[src/rtl/adder_arbiter.sv]
// Round-robin arbiter that time-shares one WIDTH-bit adder/subtractor among N requesters.
// Each granted operation runs IDLE -> CALC -> DONE, so one result is produced every 3 cycles.
module adder_arbiter #(
    parameter int unsigned WIDTH = 32,
    parameter int unsigned N     = 4
) (
    input  logic                   clk,
    input  logic                   reset,
    input  logic [N-1:0]           req,
    input  logic [N*WIDTH-1:0]     a_i,
    input  logic [N*WIDTH-1:0]     b_i,
    input  logic [N-1:0]           sub_i,
    output logic [N-1:0]           gnt,
    output logic [N-1:0]           done,
    output logic                   busy,
    output logic [$clog2(N)-1:0]   owner,
    output logic [WIDTH-1:0]       result,
    output logic                   carry,
    output logic                   overflow
);

    localparam int unsigned OW = $clog2(N);

    localparam logic [1:0] S_IDLE = 2'd0;
    localparam logic [1:0] S_CALC = 2'd1;
    localparam logic [1:0] S_DONE = 2'd2;

    logic [1:0]       r_state, w_state_nxt;
    logic [OW-1:0]    r_ptr, w_ptr_nxt;
    logic [OW-1:0]    r_owner, w_owner_nxt;
    logic [N-1:0]     r_gnt, w_gnt_nxt;
    logic [N-1:0]     r_done, w_done_nxt;
    logic             r_busy, w_busy_nxt;
    logic [WIDTH-1:0] r_opa, w_opa_nxt;
    logic [WIDTH-1:0] r_opb, w_opb_nxt;
    logic             r_op, w_op_nxt;
    logic [WIDTH-1:0] r_result, w_result_nxt;
    logic             r_carry, w_carry_nxt;
    logic             r_overflow, w_overflow_nxt;

    logic             w_found;
    logic [OW-1:0]    w_win;
    int unsigned      w_idx;
    logic [WIDTH-1:0] w_bop;
    logic [WIDTH:0]   w_sum;

    // Rotating-priority search: first set req bit at or above r_ptr, wrapping modulo N.
    always_comb begin
        w_found = 1'b0;
        w_win   = '0;
        w_idx   = 0;
        for (int unsigned k = 0; k < N; k++) begin
            w_idx = 32'(r_ptr) + k;
            if (w_idx >= N) begin
                w_idx = w_idx - N;
            end
            if (!w_found && req[OW'(w_idx)]) begin
                w_found = 1'b1;
                w_win   = OW'(w_idx);
            end
        end
    end

    // Shared adder; subtract is A + ~B + 1 so carry-out means "no borrow".
    always_comb begin
        w_bop = r_op ? ~r_opb : r_opb;
        w_sum = {1'b0, r_opa} + {1'b0, w_bop} + {{WIDTH{1'b0}}, r_op};
    end

    always_comb begin
        w_state_nxt    = r_state;
        w_ptr_nxt      = r_ptr;
        w_owner_nxt    = r_owner;
        w_gnt_nxt      = '0;
        w_done_nxt     = '0;
        w_busy_nxt     = r_busy;
        w_opa_nxt      = r_opa;
        w_opb_nxt      = r_opb;
        w_op_nxt       = r_op;
        w_result_nxt   = r_result;
        w_carry_nxt    = r_carry;
        w_overflow_nxt = r_overflow;
        case (r_state)
            S_IDLE: begin
                if (w_found) begin
                    w_state_nxt = S_CALC;
                    w_owner_nxt = w_win;
                    w_gnt_nxt   = N'(1) << w_win;
                    w_busy_nxt  = 1'b1;
                    w_opa_nxt   = a_i[w_win*WIDTH +: WIDTH];
                    w_opb_nxt   = b_i[w_win*WIDTH +: WIDTH];
                    w_op_nxt    = sub_i[w_win];
                end
            end
            S_CALC: begin
                w_state_nxt    = S_DONE;
                w_result_nxt   = w_sum[WIDTH-1:0];
                w_carry_nxt    = w_sum[WIDTH];
                w_overflow_nxt = (r_opa[WIDTH-1] == w_bop[WIDTH-1]) &&
                                 (w_sum[WIDTH-1] != r_opa[WIDTH-1]);
                w_done_nxt     = N'(1) << r_owner;
            end
            S_DONE: begin
                w_state_nxt = S_IDLE;
                w_busy_nxt  = 1'b0;
                w_ptr_nxt   = (r_owner == OW'(N-1)) ? '0 : r_owner + OW'(1);
            end
            default: begin
                w_state_nxt = S_IDLE;
                w_busy_nxt  = 1'b0;
            end
        endcase
    end

    always_ff @(posedge clk) begin
        if (reset) begin
            r_state    <= S_IDLE;
            r_ptr      <= '0;
            r_owner    <= '0;
            r_gnt      <= '0;
            r_done     <= '0;
            r_busy     <= 1'b0;
            r_opa      <= '0;
            r_opb      <= '0;
            r_op       <= 1'b0;
            r_result   <= '0;
            r_carry    <= 1'b0;
            r_overflow <= 1'b0;
        end else begin
            r_state    <= w_state_nxt;
            r_ptr      <= w_ptr_nxt;
            r_owner    <= w_owner_nxt;
            r_gnt      <= w_gnt_nxt;
            r_done     <= w_done_nxt;
            r_busy     <= w_busy_nxt;
            r_opa      <= w_opa_nxt;
            r_opb      <= w_opb_nxt;
            r_op       <= w_op_nxt;
            r_result   <= w_result_nxt;
            r_carry    <= w_carry_nxt;
            r_overflow <= w_overflow_nxt;
        end
    end

    assign gnt      = r_gnt;
    assign done     = r_done;
    assign busy     = r_busy;
    assign owner    = r_owner;
    assign result   = r_result;
    assign carry    = r_carry;
    assign overflow = r_overflow;

endmodule

[config.mk]
export PLATFORM = sky130hd
export DESIGN_NAME = adder_arbiter
export DESIGN_NICKNAME = d
export VERILOG_FILES = /design/src/rtl/adder_arbiter.sv
export SDC_FILE = /design/constraint.sdc
export NUM_CORES = 1
export LEC_CHECK = 0
export BUFFER_PORTS_ARGS = -buffer_cell sky130_fd_sc_hd__buf_4
export CAP_MARGIN = 20
export CORE_ASPECT_RATIO = 0.9
export CORE_MARGIN = 2
export CORE_UTILIZATION = 41
export CTS_CLUSTER_SIZE = 12
export DETAILED_ROUTE_END_ITERATION = 12
export PLACE_DENSITY = 0.72
export SLEW_MARGIN = 10
export SYNTH_ARGS = -nofsm -noshare
export SYNTH_HDL_FRONTEND = slang
export SYNTH_SLANG_ARGS = --single-unit
[constraint.sdc]
create_clock -name clk -period 4.22 [get_ports clk]
set_input_delay 0.844 -clock clk [delete_from_list [all_inputs] [get_ports clk]]
set_output_delay 0.844 -clock clk [all_outputs]
set_load 0.02 [all_outputs]
==> metrics list <==
- GPL Wtd Cong: about 0.9
* Arrival @ worst endpoint: 3.88 ns
- Of the total power, the share spent switching nets is 36.4%.
- Among all flip-flop cells after synthesis, the most frequent one is sky130_fd_sc_hd__dfxtp_1.
- The number of max-slew violations in the final report was 0.
* Clock tree skew after final layout: 0.0167 ns
- RSZ-0062 raised after global routing: false
- DRC violations left: 0
* Crit path time final: 3.52 ns
- Worst Reg-to-Reg Cells: 9
- Global-route track usage on met3: 5.95%
- Critical path launch point type: flop
- Summing internal, switching and leakage power gives about 4300 uW.
* Clk pin slew, worst setup/hold paths: 0.06 ns
- Pre-antenna DRT Iters: 5
- Number of buffers inserted during clock tree synthesis: 17
- Area Growth Syn to Fin: 37.0%
- Worst-Margin Slew: 0.921 ns
- The number of global-route vias before repair was 8434.
- The region available for standard cell placement spans about 19000 um2.
* Static leakage: between 0.004 and 0.005 uW
* Area of the mapped netlist: between 8000 and 9000 um2
* Count of final hold-check violations: 0
* Post-synth EDFFs: 0
- The number of nets handed over by synthesis was between 1k and 1.5k.
- Number of buffers inserted by hold repair at cts: 0
* Source-to-sink clock delay at the later pin of the worst-skew pair: around 0.43 ns
* Detailed placement HPWL: ~22 mm
- The worst setup path is captured at a flop.
* Status: completed
* Final period util: between 80% and 90%
- The count of nets left with antenna violations once routing finished came out at 0.
- Die span in x: roughly 150 um
* Pin count of the biggest net entering global routing: 99
* Grt met1 use: about a third
* Initial standard-cell utilization of the core: 42.2%
* Number of levels the H-tree was split into: 4
* Clock tree from TritonCTS: built
- CTS Buffer Depth: 2
* Vertical extent of the die: between 100 and 150 um
- Buffers added to address setup during post-CTS repair amount to 0.
* Number of synthesized register bits: 114
- Sum of negative setup slack: 0 ns
- Row count: 48
- The Yosys step of the flow raised 0 warnings.
- Crit-path max FO: 25
- Post-layout nets: about 1.6k
- The internal portion of the total power is 2740 uW.
* Diode insertion count for antenna repair: 0
* Fraction of final layout cells sized beyond drive strength 1: a little over a quarter
- Fraction of registers with async set or reset after synthesis: 0%
- In this run, placement finished with an instance count of around 1.6k.
- Areal power density over the cells: 386 nW/um2
* Register area: approximately 2300 um2
- After detailed routing, the total wire length is ~29 mm.
- Count of max-cap constraint violations: 0
* Most heavily used metal layer in global routing: met2
- IR analysis of the VDD net gives a maximum drop of 191 uV.
- Fraction of the yosys area taken by sequential cells: approximately 28%
* Syn Area/Cell: 7.41 um2
- The detailed router placed around 9.0k vias in this run.
- Setup violations remaining at the end of the flow were counted as 0.
- The tree is rooted in a sky130_fd_sc_hd__clkbuf_16.
- Number of I/O pins: 311
* Grt met2 use: between 40% and 50%
* WHS Path Cells: 2
- Clock sink count: between 100 and 150
- P_sw: around 1600 uW
- Worst Hold Class: reg2reg
- After filler insertion, the fill cell instance count of the layout stands at between 1.5k and 2k.
- Global routing used around a quarter of the available tracks.
* Max Clock Freq: roughly 280 MHz
* Required arrival time at the worst endpoint: roughly 4.6 ns
* Number of antenna violations at the first check in global routing: 0
- Sorting the synthesized cells by area gives the leading types as sky130_fd_sc_hd__dfxtp_1 28%, sky130_fd_sc_hd__nand2_1 11%, sky130_fd_sc_hd__a311o_1 8.3%.
* Area of combinational cells with multiple inputs: between 5000 and 6000 um2
- The count of buffers added on input and output ports is 310.
- After global routing the overflow that remains totals 0.
* Post-detailed-route via-to-cell ratio: 5.62
- Cts repair resizes: 0
- Cell count after synthesis: 1101
- The largest total area in the synthesized netlist belongs to sky130_fd_sc_hd__dfxtp_1.
* Critical path class: reg2reg
- Of the post-synthesis cell area, the dominant cell type holds between 20% and 30%.
* First-pass GRT wire length: ~44 mm
- Rel. slew slack: about two fifths
* Sequential fraction of design power: ~31%
* Number of distinct library cell variants in the gate-level netlist after synthesis: 66
- Per report_power, the combinational group accounts for a little under two fifths of the total.
* Average wire length per cell after detail routing: about 18 um
- Clock Power Share: 32.0%
- Count of non-filler cells in the finished layout: between 1.5k and 2k
- The die covers around 21000 um2.
- Number of DRC violations after detailed-routing iteration 0: 441
-- sequential cells by signal (all words and copies together), names as in the netlist, 2 cells and up --
signal   count
done         4
gnt          4
owner        2
r_opa       32
r_opb       32
r_ptr        2
r_state      2
result      32
-- Yosys cell counts (all sizes together) (7+ instances only) --
cell type	n
nand3	26
clkbuf	74
dfxtp	114
inv	16
a21oi	117
o21a	8
a21o	11
xnor2	7
a211oi	73
nand2	241
nand4	7
nor2	29
o21ai	26
a31oi	9
buf	20
xor2	34
and2	69
and3	12
nor3	12
o211ai	13
a311o	68
ha	32
-- metrics by stage --
step | worst slack [ns] | area [um2] | hold slack (ns) | utilization (%)
2_1_floorplan | 1.16 | 8160 | 0.441 | -
3_3_place_gp | 0.777 | 10600 | 0.445 | 54.9
3_5_place_dp | 0.741 | 10600 | 0.448 | 54.9
4_1_cts | 0.745 | 11200 | 0.457 | 57.8
5_1_grt | 0.357 | 11200 | 0.471 | 57.8
6_report | 0.701 | 11200 | 0.453 | 57.8
-- layout make-up --
| type | instances | area share (%) |
|---|---|---|
| tap | 250 | 2.80 |
| inverter | 17 | 0.571 |
| sequential | 114 | 20.4 |
| clock inverter | 14 | 1.19 |
| clock buffer | 18 | 3.93 |
| multi-input combinational | 876 | 49.1 |
| timing repair buffer | 322 | 22.0 |
-- cells in the final DEF, fill, tap and decap left out, types with 12 or more instances in the layout --
cell type                   instances
sky130_fd_sc_hd__o21ai_0           24
sky130_fd_sc_hd__and3_1            12
sky130_fd_sc_hd__o211ai_1          13
sky130_fd_sc_hd__and2_1            60
sky130_fd_sc_hd__a211oi_1          70
sky130_fd_sc_hd__inv_1             16
sky130_fd_sc_hd__nand3_1           26
sky130_fd_sc_hd__dfxtp_1          113
sky130_fd_sc_hd__xor2_1            34
sky130_fd_sc_hd__a21oi_1          117
sky130_fd_sc_hd__clkbuf_16         17
sky130_fd_sc_hd__nor3_1            12
sky130_fd_sc_hd__a311o_1           68
sky130_fd_sc_hd__nand2_1          241
sky130_fd_sc_hd__buf_4            319
sky130_fd_sc_hd__ha_1              32
sky130_fd_sc_hd__nor2_1            29
-- logic make-up after synthesis --
group | after synthesis | share of synthesized area, %
compound gates | 365 | 32.0
xor+xnor | 41 | 4.40
fa+ha+maj | 33 | 5.15
buf+inv | 111 | 5.31
flops | 114 | 28.0
mux | 2 | 0.261
simple gates | 435 | 24.9
-- per-layer routing --
layer / wire (um) / part of all wire (%)
met1: 12400 / 43
met2: 14200 / 49
met3: 1740 / 6.0
met4: 437 / 1.5
met5: 0 / 0
-- path summary, 6_finish.rpt --
kind	startpoint	endpoint	slack, ns
setup / recovery	r_op	result[25]	0.70
setup reg to reg	r_op	result[25]	0.70
hold reg to reg	result[9]	result[9]	0.45
hold / removal	result[9]	result[9]	0.45
-- critical path, cell delays in order (launching register included) --
cell and delay [ns]:
sky130_fd_sc_hd__dfxtp_2 0.77, sky130_fd_sc_hd__xor2_1 0.21, sky130_fd_sc_hd__ha_1 0.47, sky130_fd_sc_hd__nand3_1 0.16, sky130_fd_sc_hd__nor3b_1 0.46, sky130_fd_sc_hd__nand2_1 0.17, sky130_fd_sc_hd__nor3b_1 0.47, sky130_fd_sc_hd__o211ai_1 0.19
sky130_fd_sc_hd__a2111oi_0 0.38, sky130_fd_sc_hd__a311o_1 0.17
-- power groups by stage --
stage	Sequential (uW)	Combinational (uW)	Clock, uW
floorplan	1350	1000	0
global placement	1340	1590	0
detailed placement	1340	1610	0
CTS	1320	1610	1400
global route	1330	1770	1460
finish	1320	1620	1380
No activity file was read; power rests on OpenSTA's default activity.
